## src/rtl/ps2_pkg.sv

```systemverilog
// Shared PS/2 scancode-set-2 constants: prefix bytes, parser states, pair modes, game keymap.
package ps2_pkg;

    localparam logic [7:0] PS2_EXT = 8'hE0;
    localparam logic [7:0] PS2_BRK = 8'hF0;

    typedef logic [1:0] parser_state_t;
    localparam parser_state_t IDLE     = 2'd0;
    localparam parser_state_t GOT_E0   = 2'd1;
    localparam parser_state_t GOT_F0   = 2'd2;
    localparam parser_state_t GOT_E0F0 = 2'd3;

    localparam int unsigned PAIR_PASS   = 0;
    localparam int unsigned PAIR_LAST   = 1;
    localparam int unsigned PAIR_CANCEL = 2;

    localparam int unsigned GAME_NUM_KEYS = 4;
    localparam logic [GAME_NUM_KEYS*9-1:0] GAME_KEYMAP = {9'h01D, 9'h01B, 9'h043, 9'h042};

endpackage

```

## src/rtl/ps2_prefix_parser.sv

```systemverilog
// E0/F0 prefix parser with prefix timeout; presents completed codes one cycle after the byte.
module ps2_prefix_parser
    import ps2_pkg::*;
#(
    parameter int unsigned PREFIX_TIMEOUT = 50_000
) (
    input  logic       clk,
    input  logic       rst_b,
    input  logic       byte_valid,
    input  logic [7:0] byte_data,
    output logic       code_valid,
    output logic       code_ext,
    output logic       code_break,
    output logic [7:0] code,
    output logic       prefix_drop
);

    localparam int unsigned CW = $clog2(PREFIX_TIMEOUT);
    localparam logic [CW-1:0] CNT_LAST = CW'(PREFIX_TIMEOUT - 1);

    parser_state_t state_q, state_d;
    logic [CW-1:0] cnt_q, cnt_d;
    logic          code_valid_q, code_valid_d;
    logic          code_ext_q, code_ext_d;
    logic          code_break_q, code_break_d;
    logic [7:0]    code_q, code_d;
    logic          drop_q, drop_d;

    always_comb begin
        state_d      = state_q;
        cnt_d        = cnt_q;
        code_valid_d = 1'b0;
        code_ext_d   = code_ext_q;
        code_break_d = code_break_q;
        code_d       = code_q;
        drop_d       = 1'b0;
        if (byte_valid) begin
            cnt_d  = '0;
            code_d = byte_data;
            unique case (state_q)
                IDLE: begin
                    if (byte_data == PS2_EXT) begin
                        state_d = GOT_E0;
                    end else if (byte_data == PS2_BRK) begin
                        state_d = GOT_F0;
                    end else begin
                        code_valid_d = 1'b1;
                        code_ext_d   = 1'b0;
                        code_break_d = 1'b0;
                    end
                end
                GOT_E0: begin
                    if (byte_data == PS2_BRK) begin
                        state_d = GOT_E0F0;
                    end else if (byte_data != PS2_EXT) begin
                        state_d      = IDLE;
                        code_valid_d = 1'b1;
                        code_ext_d   = 1'b1;
                        code_break_d = 1'b0;
                    end
                end
                GOT_F0, GOT_E0F0: begin
                    // A prefix byte here is malformed and simply abandons the sequence.
                    state_d = IDLE;
                    if (byte_data != PS2_EXT && byte_data != PS2_BRK) begin
                        code_valid_d = 1'b1;
                        code_ext_d   = (state_q == GOT_E0F0);
                        code_break_d = 1'b1;
                    end
                end
                default: state_d = IDLE;
            endcase
        end else if (state_q != IDLE) begin
            if (cnt_q == CNT_LAST) begin
                state_d = IDLE;
                cnt_d   = '0;
                drop_d  = 1'b1;
            end else begin
                cnt_d = cnt_q + 1'b1;
            end
        end
    end

    always_ff @(posedge clk) begin
        if (!rst_b) begin
            state_q      <= IDLE;
            cnt_q        <= '0;
            code_valid_q <= 1'b0;
            code_ext_q   <= 1'b0;
            code_break_q <= 1'b0;
            code_q       <= '0;
            drop_q       <= 1'b0;
        end else begin
            state_q      <= state_d;
            cnt_q        <= cnt_d;
            code_valid_q <= code_valid_d;
            code_ext_q   <= code_ext_d;
            code_break_q <= code_break_d;
            code_q       <= code_d;
            drop_q       <= drop_d;
        end
    end

    assign code_valid  = code_valid_q;
    assign code_ext    = code_ext_q;
    assign code_break  = code_break_q;
    assign code        = code_q;
    assign prefix_drop = drop_q;

endmodule

```

## src/rtl/key_state_tracker.sv

```systemverilog
// Tracks held state of mapped PS/2 keys, emits press/release events and resolves
// opposing-direction key pairs.
module key_state_tracker
    import ps2_pkg::*;
#(
    parameter int unsigned             NUM_KEYS       = 4,
    parameter logic [NUM_KEYS*9-1:0]   KEYMAP         = GAME_KEYMAP,
    parameter int unsigned             PAIR_MODE      = 1,
    parameter int unsigned             PREFIX_TIMEOUT = 50_000
) (
    input  logic                        clk,
    input  logic                        rst_b,
    input  logic                        byte_valid,
    input  logic [7:0]                  byte_data,
    input  logic                        flush,
    output logic [NUM_KEYS-1:0]         held,
    output logic [NUM_KEYS-1:0]         dir,
    output logic                        evt_valid,
    output logic [$clog2(NUM_KEYS)-1:0] evt_idx,
    output logic                        evt_make,
    output logic                        prefix_drop
);

    localparam int unsigned IW = $clog2(NUM_KEYS);
    localparam int unsigned NP = NUM_KEYS / 2;

    logic          code_valid, code_ext, code_break;
    logic [7:0]    code;
    logic [NUM_KEYS-1:0] sel;
    logic          found;

    logic [NUM_KEYS-1:0] held_q, held_d;
    logic [NP-1:0]       last_q, last_d;
    logic                evt_valid_q, evt_valid_d;
    logic [IW-1:0]       evt_idx_q, evt_idx_d;
    logic                evt_make_q, evt_make_d;
    logic                flush_q;

    ps2_prefix_parser #(
        .PREFIX_TIMEOUT(PREFIX_TIMEOUT)
    ) u_parser (
        .clk        (clk),
        .rst_b      (rst_b),
        .byte_valid (byte_valid),
        .byte_data  (byte_data),
        .code_valid (code_valid),
        .code_ext   (code_ext),
        .code_break (code_break),
        .code       (code),
        .prefix_drop(prefix_drop)
    );

    // Lowest matching keymap index wins; entry 0 sits in the MSBs.
    always_comb begin
        sel   = '0;
        found = 1'b0;
        for (int i = 0; i < int'(NUM_KEYS); i++) begin
            if (!found && KEYMAP[(NUM_KEYS-1-i)*9 +: 9] == {code_ext, code}) begin
                sel[i] = 1'b1;
                found  = 1'b1;
            end
        end
    end

    // flush_q kills the code of a byte that arrived alongside flush.
    always_comb begin
        held_d      = held_q;
        last_d      = last_q;
        evt_valid_d = 1'b0;
        evt_idx_d   = evt_idx_q;
        evt_make_d  = evt_make_q;
        if (flush) begin
            held_d = '0;
            last_d = '0;
        end else if (code_valid && !flush_q) begin
            for (int i = 0; i < int'(NUM_KEYS); i++) begin
                if (sel[i] && (held_q[i] == code_break)) begin
                    held_d[i]   = !code_break;
                    evt_valid_d = 1'b1;
                    evt_idx_d   = IW'(i);
                    evt_make_d  = !code_break;
                    if (!code_break) begin
                        last_d[i/2] = (i % 2 == 1);
                    end
                end
            end
        end
    end

    always_comb begin
        dir = held_q;
        for (int k = 0; k < int'(NP); k++) begin
            if (held_q[2*k] && held_q[2*k+1]) begin
                if (PAIR_MODE == PAIR_LAST) begin
                    dir[2*k]   = !last_q[k];
                    dir[2*k+1] = last_q[k];
                end else if (PAIR_MODE == PAIR_CANCEL) begin
                    dir[2*k]   = 1'b0;
                    dir[2*k+1] = 1'b0;
                end
            end
        end
    end

    always_ff @(posedge clk) begin
        if (!rst_b) begin
            held_q      <= '0;
            last_q      <= '0;
            evt_valid_q <= 1'b0;
            evt_idx_q   <= '0;
            evt_make_q  <= 1'b0;
            flush_q     <= 1'b0;
        end else begin
            held_q      <= held_d;
            last_q      <= last_d;
            evt_valid_q <= evt_valid_d;
            evt_idx_q   <= evt_idx_d;
            evt_make_q  <= evt_make_d;
            flush_q     <= flush;
        end
    end

    assign held      = held_q;
    assign evt_valid = evt_valid_q;
    assign evt_idx   = evt_idx_q;
    assign evt_make  = evt_make_q;

endmodule

```

## config.mk

```make
export PLATFORM = sky130hd
export DESIGN_NAME = key_state_tracker
export DESIGN_NICKNAME = d
export VERILOG_FILES = /design/src/rtl/ps2_pkg.sv /design/src/rtl/ps2_prefix_parser.sv /design/src/rtl/key_state_tracker.sv
export SDC_FILE = /design/constraint.sdc
export NUM_CORES = 1
export LEC_CHECK = 0
export CAP_MARGIN = 15
export CORE_MARGIN = 2
export CORE_UTILIZATION = 45
export CTS_CLUSTER_DIAMETER = 30
export DETAILED_ROUTE_END_ITERATION = 8
export PLACE_DENSITY = 0.66
export SYNTH_ARGS = -nofsm -noshare
export SYNTH_HDL_FRONTEND = slang
export SYNTH_HIERARCHICAL = 1
export SYNTH_SLANG_ARGS = --single-unit
```

## constraint.sdc

```tcl
create_clock -name clk -period 4.3 [get_ports clk]
set_clock_uncertainty 0.05 [all_clocks]
set_input_delay 0.645 -clock clk [delete_from_list [all_inputs] [get_ports clk]]
set_output_delay 0.645 -clock clk [all_outputs]
set_load 0.05 [all_outputs]
```

==> flow_metrics.tcl, run 1 <==
set metrics [dict create \
    clkTransAtPathRegs_ns 0.08 \
    setup_slack_ns 1.854 \
    ir_drop_mv 0.1974 \
    synth_top_flop_cell "dfxtp_1" \
    grt_max_degree 17 \
    viasPerCell 5.484 \
    synth_top_family_by_area "simple AND/OR/NAND/NOR gates" \
    crit_arrival_ns 1.75 \
    synth-seq-cells 41 \
    finalSetupViolCount 0 \
    die_w_um 69.44 \
    worstSetupPathType "reg2out" \
    yosysSeqAreaShare 0.4260 \
    initial_core_util 0.4749 \
    outcome "finished clean" \
    synthXorXnorAreaFrac 0.06818 \
    ys.warnings.count 6 \
    hold_viol 0 \
    synth-simple-area-share 0.2740 \
    hp-class "reg2reg" \
    worst-path-max-fanout 5 \
    worst_pin_slew_ns 0.5706 \
    detail_route.wl_per_cell_um 13.02 \
    place_ws_ns 1.798 \
    die_area_mm2 0.004821 \
    ff2ff_setup_slack_ns 2.35 \
    dr_total_vias 1585 \
    crit_required_ns 3.61 \
    seqCellArea_um2 820.8 \
    cts.repair.resized 0 \
    synth_area_mm2 0.001927 \
    rows 23 \
    fmax_mhz 408.8 \
    grt_overflow_total 0 \
    io_pins 25 \
    synth_top_area_frac 0.4260 \
    grtUsageTotal 0.1690 \
    timing.rr.start "u_parser/code_break$_SDFFE_PN0P_" \
    grt_pass1_wl_um 6699 \
    r2r-end "evt_idx[1]$_SDFFE_PN0P_" \
    synthTopCellsByArea "dfxtp_1 43%, nor2_1 7.2%, mux2i_1 5.7%, xor2_1 4.1%, nand2_1 2.7%" \
    yosys.area.top_type "dfxtp_1" \
    critPathCaptureType "output port" \
    min_from "evt_make$_SDFFE_PN0P_" \
    min_period_ns 2.446 \
    antenna_found_initial 0 \
    synth-compound-area-share 0.1299 \
    first_pass_iters 4 \
    async_flop_share 0 \
    layout_common_cells "41 x dfxtp_1, 37 x nor2_1, 24 x clkdlybuf4s50_1, 14 x nand2_1, 11 x mux2i_1" \
    multiInputGateArea_mm2 0.001044 \
    post-route-period-util 0.5689 \
    insertion_delay_ns 0.30 \
    cap_violations 0 \
    power.total_mw 0.7054 \
    leakage_nw 0.7715 \
    tritoncts "built" \
    routed_wl_um 3762 \
    gp_congestion 0.7156 \
    root_buffer "clkbuf_8" \
    syn_nets 227 \
    dr.first_iter.drc_count 69 \
    critPathCapture "dir[1]" \
    cp-start-kind "flip-flop" \
    core_mm2 0.004058 \
    timing.setup.tns_ns 0 \
    avgSynthCellArea_um2 9.004 \
    ant_nets 0 \
    clk_path_buf_depth 2 \
    crit_path_start "held[1]$_SDFFE_PP0P_" \
    hold_buffers 0 \
    diodes 0 \
    syn_inst 214 \
    layout.nets 251 \
    drc_errors 0 \
    final_max_slew_viol_count 0 \
    powerDensity_mw_per_mm2 307.9 \
    clock-sinks 41 \
    die_h_um 69.44 \
    synthDistinctLibCells 51 \
    rsz0062_at_grt "false" \
    synth_edf_count 0 \
    hpwlAfterDp_um 2712 \
    port-buffer-count 24 \
    grt_pass1_vias 1521 \
    fillCellCount 396 \
    layout-drive-gt1-share 0.07950 \
    reg2regPathDepth 5 \
    muxShareOfSynthArea 0.06299 \
    layout_commonest_cell "dfxtp_1" \
    htreeDepth 2 \
    numCtsBuffers 5 \
    syn_to_final_growth_pct 18.90 \
    cts_setup_buffers 0 \
    slew_headroom 0.6184 \
    synthAdderAreaFrac 0.006494 \
]
==> sequential cells by signal, indices dropped and copies added, names as in the netlist, named ones only <==
| name | count |
|---|---|
| evt_idx | 2 |
| evt_make | 1 |
| evt_valid | 1 |
| flush_q | 1 |
| held | 4 |
| u_parser/cnt_q | 16 |
| u_parser/code | 8 |
| u_parser/code_break | 1 |
| u_parser/code_ext | 1 |
| u_parser/code_valid | 1 |
| u_parser/prefix_drop | 1 |
| u_parser/state_q | 2 |
==> routing by layer <==
metal / vias to the layer above / track usage / routed length [um]
met1: 744 / 0.2090 / 1766
met2: 22 / 0.2810 / 1816
met3: 7 / 0.03488 / 111
li1: 812 / - / -
met5: - / 0 / 0
met4: 0 / 0.07843 / 68
==> synthesized netlist by cell type (4+ instances only) <==
master	count
dfxtp_1	41
nor2_1	37
nand2_1	14
mux2i_1	11
xor2_1	9
a21oi_1	7
nor3_1	7
inv_1	6
nand4_1	6
xnor2_1	6
buf_2	5
nand3_1	5
o21ai_0	5
a21boi_0	4
o31ai_1	4
==> power breakdown <==
part	switching, mW	internal, mW	total, mW
Clock	0.131	0.145	0.276
Sequential	0.00552	0.385	0.390
Combinational	0.0198	0.0192	0.0390
==> worst max-delay path, cell delays in order, from the launching register on <==
cell	delay (ns)
dfxtp_1	0.43
a21boi_0	0.20
clkdlybuf4s50_1	0.82
==> kinds of logic after synthesis <==
kind of cell,count (synthesis)
adder cells (fa/ha/maj),1
AO/OA/AOI/OAI,34
AND/OR/NAND/NOR,98
multiplexers,12
flip-flops,41
XOR/XNOR,15
buffers and inverters,13
==> final cells by class <==
| type | instances | area share |
|---|---|---|
| well taps | 50 | 0.02731 |
| clock buffers | 7 | 0.04205 |
| flip-flops and latches | 41 | 0.3583 |
| inverters | 6 | 0.009831 |
| clock inverters | 1 | 0.002185 |
| multi-input cells | 160 | 0.4555 |
| repair buffers | 24 | 0.1049 |
==> worst min-delay path by stage <==
stage	endpoint	slack, ns	cells after the start
3_5_place_dp	evt_make$_SDFFE_PN0P_	0.40	2
2_1_floorplan	u_parser/cnt_q[15]$_SDFFE_PP0P_	0.39	2
6_report	evt_make$_SDFFE_PN0P_	0.41	2
4_1_cts	evt_make$_SDFFE_PN0P_	0.41	2
3_3_place_gp	evt_idx[0]$_SDFFE_PN0P_	0.40	2
5_1_grt	evt_make$_SDFFE_PN0P_	0.43	2
==> through the flow <==
stage	instance area, um^2	util	hold WS [ns]	instances
floorplan	1927	-	0.3910	214
global placement	2190	0.5396	0.3969	281
detailed placement	2190	0.5396	0.4008	281
CTS	2291	0.5646	0.4116	289
global route	2291	0.5646	0.4269	289
finish	2291	0.5646	0.4050	289
Power figures use the tool's default switching activity.
==> run 2: changes to the inputs <==
--- a/config.mk
+++ b/config.mk
@@ -10,7 +10,7 @@
 export CORE_UTILIZATION = 45
 export CTS_CLUSTER_DIAMETER = 30
 export DETAILED_ROUTE_END_ITERATION = 8
-export PLACE_DENSITY = 0.66
+export PLACE_DENSITY = 0.69
 export SYNTH_ARGS = -nofsm -noshare
 export SYNTH_HDL_FRONTEND = slang
 export SYNTH_HIERARCHICAL = 1
==> constraint.sdc (replaced) <==
create_clock -name clk -period 1.99 [get_ports clk]
set_clock_uncertainty 0.05 [all_clocks]
set_input_delay 0.2985 -clock clk [delete_from_list [all_inputs] [get_ports clk]]
set_output_delay 0.2985 -clock clk [all_outputs]
set_load 0.05 [all_outputs]
==> run 2 against run 1 <==
Global-route usage up 0.48 points. Flip-flop and latch count unchanged. Sequential power up 120%. Core utilization up 0.15 points. Register-to-register slack worse by 2.2 ns. Cell area up 0.27%. First-iteration DRC count down 17%. Final cell count up 1.7%. Critical endpoint is now held[3].
==> flow_metrics.tcl, run 2 (synthesis gave the netlist of run 1 again) <==
set metrics [dict create \
    outcome "finished clean" \
    io_pins 25 \
    fmax_mhz 520.7 \
    largest_register_ffs 16 \
    dp.cells 286 \
    largest_register "u_parser/cnt_q" \
    grt_overflow_total 0 \
    die_h_um 69.44 \
    final_max_slew_viol_count 0 \
    die_w_um 69.44 \
    layout_commonest_cell "dfxtp_1" \
    worst_pin_slew_ns 0.5052 \
    place_ws_ns 0.1653 \
    crit_required_ns 1.64 \
    rows 23 \
    grt_max_degree 17 \
    dr_total_vias 1567 \
    grt_pass1_wl_um 6879 \
    min_path_cells 2 \
    setup_slack_ns 0.06953 \
    dr.first_iter.drc_count 57 \
    timing.setup.tns_ns 0 \
    detail_route.wl_per_cell_um 12.74 \
    leakage_nw 0.7945 \
    cp_slowest_cell "clkdlybuf4s50_1" \
    numCtsBuffers 5 \
    ff2ff_setup_slack_ns 0.18 \
    clock_power_share 0.352 \
    critPathCaptureType "output port" \
    finalSetupViolCount 0 \
    clk_path_buf_depth 2 \
    postPlaceCellArea_mm2 0.002217 \
    grtUsageTotal 0.1738 \
    hold_viol 0 \
    diodes 0 \
    switchingPower_mw 0.3143 \
    min_from "evt_idx[0]$_SDFFE_PN0P_" \
    fillCellCount 373 \
    timing.rr.start "u_parser/code[1]$_SDFFE_PN0P_" \
    syn_to_final_growth_pct 19.22 \
    clock-sinks 41 \
    min_to "evt_idx[0]$_SDFFE_PN0P_" \
    crit_arrival_ns 1.57 \
    cp-start-kind "flip-flop" \
    slew_headroom 0.6621 \
    cap_violations 0 \
    seq_power_share 0.585 \
    cts.repair.resized 0 \
    port-buffer-count 24 \
    rsz0062_at_grt "false" \
    worstSetupPathType "reg2out" \
    fin_area_mm2 0.002297 \
    min_period_ns 1.920 \
    first_pass_iters 4 \
    path_delay_family "buffers and inverters" \
    hpwlAfterDp_um 2699 \
    core_mm2 0.004058 \
    worst-path-buf-inv 1 \
    r2r-end "evt_idx[1]$_SDFFE_PN0P_" \
    layout_common_cells "41 x dfxtp_1, 37 x nor2_1, 20 x clkdlybuf4s50_1, 14 x nand2_1, 11 x mux2i_1" \
    root_buffer "clkbuf_8" \
    insertion_delay_ns 0.28 \
    crit_chain "clkdlybuf4s50_1" \
    layout-drive-gt1-share 0.1025 \
    worst-path-max-fanout 6 \
    internal_power_mw 1.128 \
    post-route-period-util 0.9651 \
    clkTransAtPathRegs_ns 0.07 \
    tritoncts "built" \
    reg2regPathDepth 5 \
    gp_congestion 0.7798 \
    routed_wl_um 3746 \
    cp_slowest_stage_delay_ns 0.85 \
    fin_cells 294 \
    die_area_mm2 0.004821 \
    comb_power_share 0.063 \
    viasPerCell 5.330 \
    hp-class "reg2reg" \
    powerDensity_mw_per_mm2 627.7 \
    layout.nets 256 \
    ant_nets 0 \
    initial_core_util 0.4749 \
    htreeDepth 2 \
    hold_buffers 0 \
    antenna_found_initial 0 \
    drc_errors 0 \
    ir_drop_mv 0.4559 \
    grt_pass1_vias 1494 \
    cts_setup_buffers 0 \
    switching_share 0.2180 \
]
## run 2: per-stage QoR
step | hold WS [ns] | utilization | power [mW]
floorplan | 0.3663 | - | 0.9077
detailed placement | 0.3989 | 0.5464 | 0.9531
finish | 0.4036 | 0.5661 | 1.442
global placement | 0.3966 | 0.5464 | 0.9526
global route | 0.4359 | 0.5661 | 1.510
CTS | 0.4095 | 0.5661 | 1.469
## run 2: power groups by stage
stage                     clock network, mW  logic, mW  registers (mW)
final                                 0.508     0.0905           0.844
after global routing                  0.566     0.0998           0.844
after CTS                             0.534     0.0913           0.843
after detailed placement                  0     0.0910           0.862
after global placement                    0     0.0906           0.862
after floorplan                           0     0.0490           0.859
## run 2: cell type report
class / count / area (um^2) / share of cell area
tap: 50 / 62.56 / 0.02723
sequential: 41 / 820.8 / 0.3573
clock buffer: 8 / 80.08 / 0.03486
inverter: 6 / 22.52 / 0.009804
timing repair buffer: 29 / 267.8 / 0.1166
multi-input combinational: 160 / 1044 / 0.4542
## run 2: worst max path at each step
stage / from / endpoint / slack, ns / cells after the start
final: held[3]$_SDFFE_PP0P_ / held[3] / 0.07 / 1
after global routing: held[2]$_SDFFE_PP0P_ / held[2] / 0.0009 / 1
after CTS: held[3]$_SDFFE_PP0P_ / held[3] / 0.04 / 1
after detailed placement: byte_data[1] / u_parser/code_ext$_SDFFE_PN0P_ / 0.17 / 5
after global placement: byte_data[1] / u_parser/code_break$_SDFFE_PN0P_ / 0.18 / 5
after floorplan: held[1]$_SDFFE_PP0P_ / evt_idx[1]$_SDFFE_PN0P_ / 0.03 / 5
## run 2: worst min-delay path, delay by kind of cell (launching register included)
kind / cells / cell delay, ns
flip-flops: 1 / 0.31
AO/OA/AOI/OAI: 1 / 0.05
AND/OR/NAND/NOR: 1 / 0.05
## run 2: per-layer routing
| metal | routed length (um) | vias to the layer above | track usage |
|---|---|---|---|
| li1 | - | 824 | - |
| met1 | 1874 | 717 | 0.2322 |
| met2 | 1686 | 22 | 0.2692 |
| met3 | 135 | 4 | 0.04506 |
| met4 | 48 | 0 | 0.06536 |
| met5 | 0 | - | 0 |
